`src/rtl/parada_rampa.sv`:
```
// ---------------------------------------------------------------------------
// parada_rampa -- soft-stop (ramp-down) controller for the motor speed stage.
//
// While the motor runs the drive is held at 100%. A stop request walks the
// drive down 100 -> 50 -> 30 -> off, holding each intermediate level for a
// dwell of D cycles (D chosen by Lento at the moment of the request). Rapido
// cuts the drive straight to off, either at the request or mid-ramp.
//
// Ports:
//   clk         in   system clock, rising edge
//   reset       in   synchronous reset, active low
//   en_marcha   in   motor-running indication from the start ramp
//   Parar       in   stop request (level, sampled every cycle)
//   Rapido      in   fast stop / ramp abort
//   Lento       in   slow stop: use DWELL_LENTO instead of DWELL_NORMAL
//   out_100     out  drive at 100%
//   out_50      out  drive at 50%
//   out_30      out  drive at 30%
//   parado      out  motor stopped, no drive level active
//   fin_parada  out  one-cycle pulse on entry to the stopped state
// ---------------------------------------------------------------------------
module parada_rampa #(
  parameter int CNT_W        = 16,
  parameter int DWELL_NORMAL = 4,
  parameter int DWELL_LENTO  = 8
) (
  input  logic clk,
  input  logic reset,
  input  logic en_marcha,
  input  logic Parar,
  input  logic Rapido,
  input  logic Lento,
  output logic out_100,
  output logic out_50,
  output logic out_30,
  output logic parado,
  output logic fin_parada
);

  localparam longint LP_MAX = (longint'(1) << CNT_W) - longint'(1);

  // Reject dwell values the counter cannot represent (or zero dwell).
  generate
    if (CNT_W < 1 || CNT_W > 32) begin : g_bad_cnt_w
      $error("parada_rampa: CNT_W must be in 1..32");
    end
    if (longint'(DWELL_NORMAL) < longint'(1) || longint'(DWELL_NORMAL) > LP_MAX) begin : g_bad_normal
      $error("parada_rampa: DWELL_NORMAL must be in 1..2^CNT_W-1");
    end
    if (longint'(DWELL_LENTO) < longint'(1) || longint'(DWELL_LENTO) > LP_MAX) begin : g_bad_lento
      $error("parada_rampa: DWELL_LENTO must be in 1..2^CNT_W-1");
    end
  endgenerate

  localparam logic [CNT_W-1:0] LP_NORMAL = CNT_W'(DWELL_NORMAL);
  localparam logic [CNT_W-1:0] LP_LENTO  = CNT_W'(DWELL_LENTO);
  localparam logic [CNT_W-1:0] LP_ONE    = CNT_W'(1);
  localparam logic [CNT_W-1:0] LP_ZERO   = '0;

  typedef enum logic [1:0] {
    ST_PARADO  = 2'd0,
    ST_MARCHA  = 2'd1,
    ST_BAJA_50 = 2'd2,
    ST_BAJA_30 = 2'd3
  } state_t;

  state_t           r_state;
  logic [CNT_W-1:0] r_cnt;
  logic [CNT_W-1:0] r_dwell;
  logic             r_fin;

  state_t           w_state_next;
  logic [CNT_W-1:0] w_cnt_next;
  logic [CNT_W-1:0] w_dwell_next;
  logic [CNT_W-1:0] w_dwell_sel;
  logic             w_fin_next;

  always_ff @(posedge clk) begin
    if (!reset) begin
      r_state <= ST_PARADO;
      r_cnt   <= LP_ZERO;
      r_dwell <= LP_NORMAL;
      r_fin   <= 1'b0;
    end else begin
      r_state <= w_state_next;
      r_cnt   <= w_cnt_next;
      r_dwell <= w_dwell_next;
      r_fin   <= w_fin_next;
    end
  end

  always_comb begin
    w_state_next = r_state;
    w_cnt_next   = r_cnt;
    w_dwell_next = r_dwell;
    w_dwell_sel  = Lento ? LP_LENTO : LP_NORMAL;

    case (r_state)
      ST_PARADO: begin
        // A concurrent stop request blocks the start.
        if (en_marcha && !Parar) begin
          w_state_next = ST_MARCHA;
        end
      end

      ST_MARCHA: begin
        if (Parar) begin
          if (Rapido) begin
            w_state_next = ST_PARADO;
          end else begin
            // Dwell is frozen here so later Lento changes cannot stretch
            // or shorten a ramp already under way.
            w_state_next = ST_BAJA_50;
            w_dwell_next = w_dwell_sel;
            w_cnt_next   = w_dwell_sel - LP_ONE;
          end
        end
      end

      ST_BAJA_50, ST_BAJA_30: begin
        if (Rapido) begin
          w_state_next = ST_PARADO;
        end else if (r_cnt == LP_ZERO) begin
          w_state_next = (r_state == ST_BAJA_50) ? ST_BAJA_30 : ST_PARADO;
          w_cnt_next   = r_dwell - LP_ONE;
        end else begin
          w_cnt_next = r_cnt - LP_ONE;
        end
      end

      default: begin
        w_state_next = ST_PARADO;
      end
    endcase

    // Pulse only on a real transition into PARADO; reset bypasses this path.
    w_fin_next = (w_state_next == ST_PARADO) && (r_state != ST_PARADO);
  end

  assign out_100    = (r_state == ST_MARCHA);
  assign out_50     = (r_state == ST_BAJA_50);
  assign out_30     = (r_state == ST_BAJA_30);
  assign parado     = (r_state == ST_PARADO);
  assign fin_parada = r_fin;

endmodule

```
`config.mk`:
```
export PLATFORM = sky130hd
export DESIGN_NAME = parada_rampa
export DESIGN_NICKNAME = d
export VERILOG_FILES = /design/src/rtl/parada_rampa.sv
export SDC_FILE = /design/constraint.sdc
export NUM_CORES = 1
export LEC_CHECK = 0
export ABC_AREA = 0
export BUFFER_PORTS_ARGS = -buffer_cell sky130_fd_sc_hd__buf_2
export CAP_MARGIN = 5
export CORE_ASPECT_RATIO = 0.8
export CORE_UTILIZATION = 45
export CTS_BUF_LIST = sky130_fd_sc_hd__clkbuf_4 sky130_fd_sc_hd__clkbuf_8
export DETAILED_ROUTE_END_ITERATION = 12
export PLACE_DENSITY_LB_ADDON = 0.3
export SYNTH_ARGS = -nofsm -noshare
export SYNTH_HDL_FRONTEND = slang
export SYNTH_SLANG_ARGS = --single-unit
```
`constraint.sdc`:
```
create_clock -name clk -period 2.9 [get_ports clk]
set_input_delay 0.29 -clock clk [delete_from_list [all_inputs] [get_ports clk]]
set_output_delay 0.29 -clock clk [all_outputs]
set_load 0.01 [all_outputs]
```
# == After elaboration in Yosys (flattened, before gate mapping) ==
# Index checks and enable logic that the tools add are counted.
# op_classes
shifts,0
magnitude_cmp,0
n_addsub,3
n_reduce_logical,11
n_eq_ne,6
bitwise,1
mul,0
div,0
mux,13
# ops
operator,count
$mux 16,4
$pmux 16 s2,1
$sub 16x1->16 const B,2
$logic_not 16->1,1
$mux 2,6
$ne 2x2->1 const B,3
$pmux 2 s3,1
$sub 4x1->5 const B,1
$eq 2x2->1 const B,2
$logic_not 2->1,2
$mux 4,1
$reduce_and 4->1,1
$reduce_bool 2->1,2
$reduce_and 3->1,1
$eq 2x1->1 const B,1
$logic_and 1x1->1,2
$reduce_or 2->1,1
$logic_not 1->1,1
$not 1->1,1
# word_totals
memories,0
latch_bits,0
ramBits,0
ff_bits,35
output_inout_bits,5
rom_bits,0

# == Longest topological paths before layout ==
# logic_depth
depth_word,7
depth_mapped,8
ltp_nobuf,7

# == Worst setup path after synthesis ==
# Ideal clock, no wire load.
# synth_path
path_kind,flip-flop to flip-flop
startpoint,reg r_cnt[8]
endpoint,reg r_cnt[13]
t_arrival_ns,1.924
synth_period_minus_slack_ns,1.986
path_stages_with_launch,6
slack_ns,0.914
cell_sequence,dfxtp_1 > nor4_2 > and4_1 > mux2_4 > or4_1 > nand3_1
# synth_between
elab_chain_len,4
elab_cells_between_ends,5
# synth_lines
item,line,text
start: declaration,68,logic [CNT_W-1:0] r_cnt;
start signal: assignment,86,r_cnt <= w_cnt_next;
$sub 16x1->16 or $logic_not 16->1 (tied branches),"127, 123",
$mux 16 (*),123,end else if (r_cnt == LP_ZERO) begin
$mux 16 (*),121,if (Rapido) begin
$pmux 16 s2 (*),98,case (r_state)
# Mark *: on every way between the ends. The rest lies on a longest branch, timed or not. The select of a mux whose other input is x is not followed.
# A chain may end at the register's enable or synchronous reset.

# == Worst setup path after layout ==
# layout_path
startpoint,reg r_cnt[8]
endpoint,reg r_cnt[15]
# Same word-level chain as after synthesis.

==> results.toml <==
[critical_path]
worstPathCellList = "nor4_2, and4_1, mux2_4, or4_1, nand3_1"
worstSetupPathType = "flip-flop to flip-flop"
crit_fanout = 8
startpoint_type = "flip-flop"
endpoint_kind = "flip-flop"
slowest_delay_ns = 0.48
cp_top_family = "simple AND/OR/NAND/NOR gates"
path_buf_inv = 0
crit_required_ns = 3.15
worstPathArrival_ns = 2.45
slowest_stage = "nor4_2"

[timing]
fmax_mhz = 454
rsz0062_at_grt = "false"
post-route-period-util = 0.759
min_period_ns = 2.20
drv_slew = 0
fin_skew_ns = 0.00360
slew_headroom = 0.435
worst_pin_slew_ns = 0.845
setup_viol = 0
fin_setup_tns_ns = 0
hold_viol = 0
setup_ws_ns = 0.698

[detailed_routing]
viasPerCell = 5.96
drtPass1Iterations = 4
wirelength_um = 2840
ant_nets = 0
drt-initial-drc-count = 81
wl_per_cell_um = 14.3
vias = 1181
drc_errors = 0

[clock_tree]
holdBufCountCts = 0
clkTransAtPathRegs_ns = 0.11
cts_made_buffers = 3
cts_tree = "built"
htree_levels = 1
cts_root_buf = "clkbuf_4"
cts_resized = 0
clock_latency_ns = 0.30
clock-sinks = 21
cts_buffer_depth = 2
cts_setup_buffers = 0

[floorplanning]
fp.coreArea_mm2 = 0.00252
rows = 16
die-area_mm2 = 0.00295
boundaryPins = 11
fp.dieH_um = 48.8
die_w_um = 60.5
start_util = 0.488

[synthesis]
yosys_warnings = 0
netlist_top_cells_count = "dfxtp_1 (21), nand2_1 (14), nor2_1 (14)"
synth_seq_area_share = 0.342
synth_top_cell_area_share = 0.342
yosys.area.top_type = "dfxtp_1"
synthTopCellsByArea = "dfxtp_1 (34%), o211ai_1 (5.5%), nand2_1 (4.3%)"
post-synth-top-count-cell = "dfxtp_1"
synthArstFlopShare = 0
avgSynthCellArea_um2 = 8.04
syn-instance-count = 153
synth_edf_count = 0
ys.flop_type = "dfxtp_1"
ys_ff_latch = 21
syn_area_mm2 = 0.00123
synth_cell_types = 42
syn_nets = 161

[pwr]
power_mw = 0.538
pwr-share-seq = 0.557
p_comb_frac = 0.166
internal_power_mw = 0.391
power_density_mw_per_mm2 = 403
clkPwrFrac = 0.277
power.switching_mw = 0.147
power.ir.vdd_worst_mv = 0.241
power_switching_share = 0.273
leakage_nw = 0.523

[grt]
gr-total-overflow = 0
grt_max_degree = 14
grt_pass1_wl_um = 4770
grt_pass1_vias = 1058
grtUsageTotal = 0.211
antenna_found_initial = 0

[placed_design]
finalWeightedCongestion = 0.849
post-place-ws_ns = 0.730
place_inst = 194
post-dp-hpwl_um = 2160
port-buffer-count = 10

[layout]
fin_cells = 198
final_util = 0.529
antennaDiodeCount = 0
nets = 171
drive_gt1_frac = 0.148
area_growth_pct = 8.44

[min_path]
min_path_type = "input port to flip-flop"

[status]
status = "completed"

[run]
max_cap_viol_count = 0
==> worst register-to-register path, stage by stage (launching register included) <==
cell and delay [ns]:
dfxtp_1 0.38, nor4_2 0.48, and4_1 0.38, mux2_4 0.36
or4_1 0.47, nand3_1 0.09
==> registers in the layout, indices dropped and copies added (netlist names) <==
name / flops
r_dwell: 2
r_cnt: 16
r_state: 2
fin_parada: 1
==> routing by layer <==
layer | share of wire | wire [um] | GRT usage | vias to the layer above
li1 | - | - | - | 589
met1 | 0.50 | 1430 | 0.303 | 574
met2 | 0.46 | 1310 | 0.332 | 16
met3 | 0.029 | 82 | 0.0481 | 2
met4 | 0.0053 | 15 | 0.0227 | 0
met5 | 0 | 0 | 0 | -
==> final timing paths <==
kind / startpoint / end / slack, ns / cells after the start
min: reset / r_dwell[2]$_SDFFE_PN1P_ / 0.22 / 2
max: r_cnt[8]$_SDFFE_PN0P_ / r_cnt[15]$_SDFFE_PN0P_ / 0.70 / 5
min reg2reg: r_cnt[14]$_SDFFE_PN0P_ / r_cnt[14]$_SDFFE_PN0P_ / 0.53 / 2
max reg2reg: r_cnt[8]$_SDFFE_PN0P_ / r_cnt[15]$_SDFFE_PN0P_ / 0.70 / 5
==> cell usage in the layout, fill, tap and decap left out, types with 2 or more instances in the layout <==
cell type / synthesis / final
nor4_1: 3 / 3
nor2b_1: 2 / 2
or2_2: 3 / 3
nand3_1: 8 / 8
o221a_2: 2 / 2
nand4_1: 3 / 3
o211ai_1: 9 / 9
o311ai_0: 2 / 2
mux2i_1: 4 / 4
and4_1: 2 / 2
a21oi_1: 8 / 8
or3_1: 5 / 5
o21ai_0: 7 / 7
and2_1: 2 / 2
buf_2: 2 / 10
clkbuf_4: 0 / 4
dfxtp_1: 21 / 21
nand2_1: 14 / 14
ha_1: 2 / 2
or4_1: 3 / 3
inv_1: 9 / 9
nor2_1: 14 / 14
nor3_1: 3 / 3
nand2b_1: 4 / 4
==> cell families after synthesis <==
group | count (synthesis) | share of synthesized area
AND/OR/NAND/NOR | 71 | 0.321
AO/OA/AOI/OAI | 38 | 0.211
flip-flops | 21 | 0.342
buffers and inverters | 14 | 0.0448
multiplexers | 6 | 0.0539
adder cells (fa/ha/maj) | 2 | 0.0203
XOR/XNOR | 1 | 0.00712
==> layout make-up <==
class                      count  area [um2]
sequential                    21         420
timing repair buffer          10        50.0
inverter                       9        33.8
multi-input combinational    118         754
clock buffer                   4        30.0
tap                           36        45.0
fill                         258        1190
==> metrics by stage <==
stage / cell area, um2 / hold WS [ns]
detailed placement: 1300 / 0.510
floorplan: 1230 / 0.352
CTS: 1330 / 0.212
global route: 1330 / 0.223
global placement: 1300 / 0.492
finish: 1330 / 0.225
==> power by group through the flow <==
stage	combinational, mW	sequential (mW)	clock (mW)
final	0.0894	0.300	0.149
after global routing	0.0992	0.300	0.169
after CTS	0.0892	0.299	0.156
after detailed placement	0.0885	0.306	0
after global placement	0.0854	0.305	0
after floorplan	0.0667	0.304	0
Note: power is estimated with default switching activity, not from simulation.
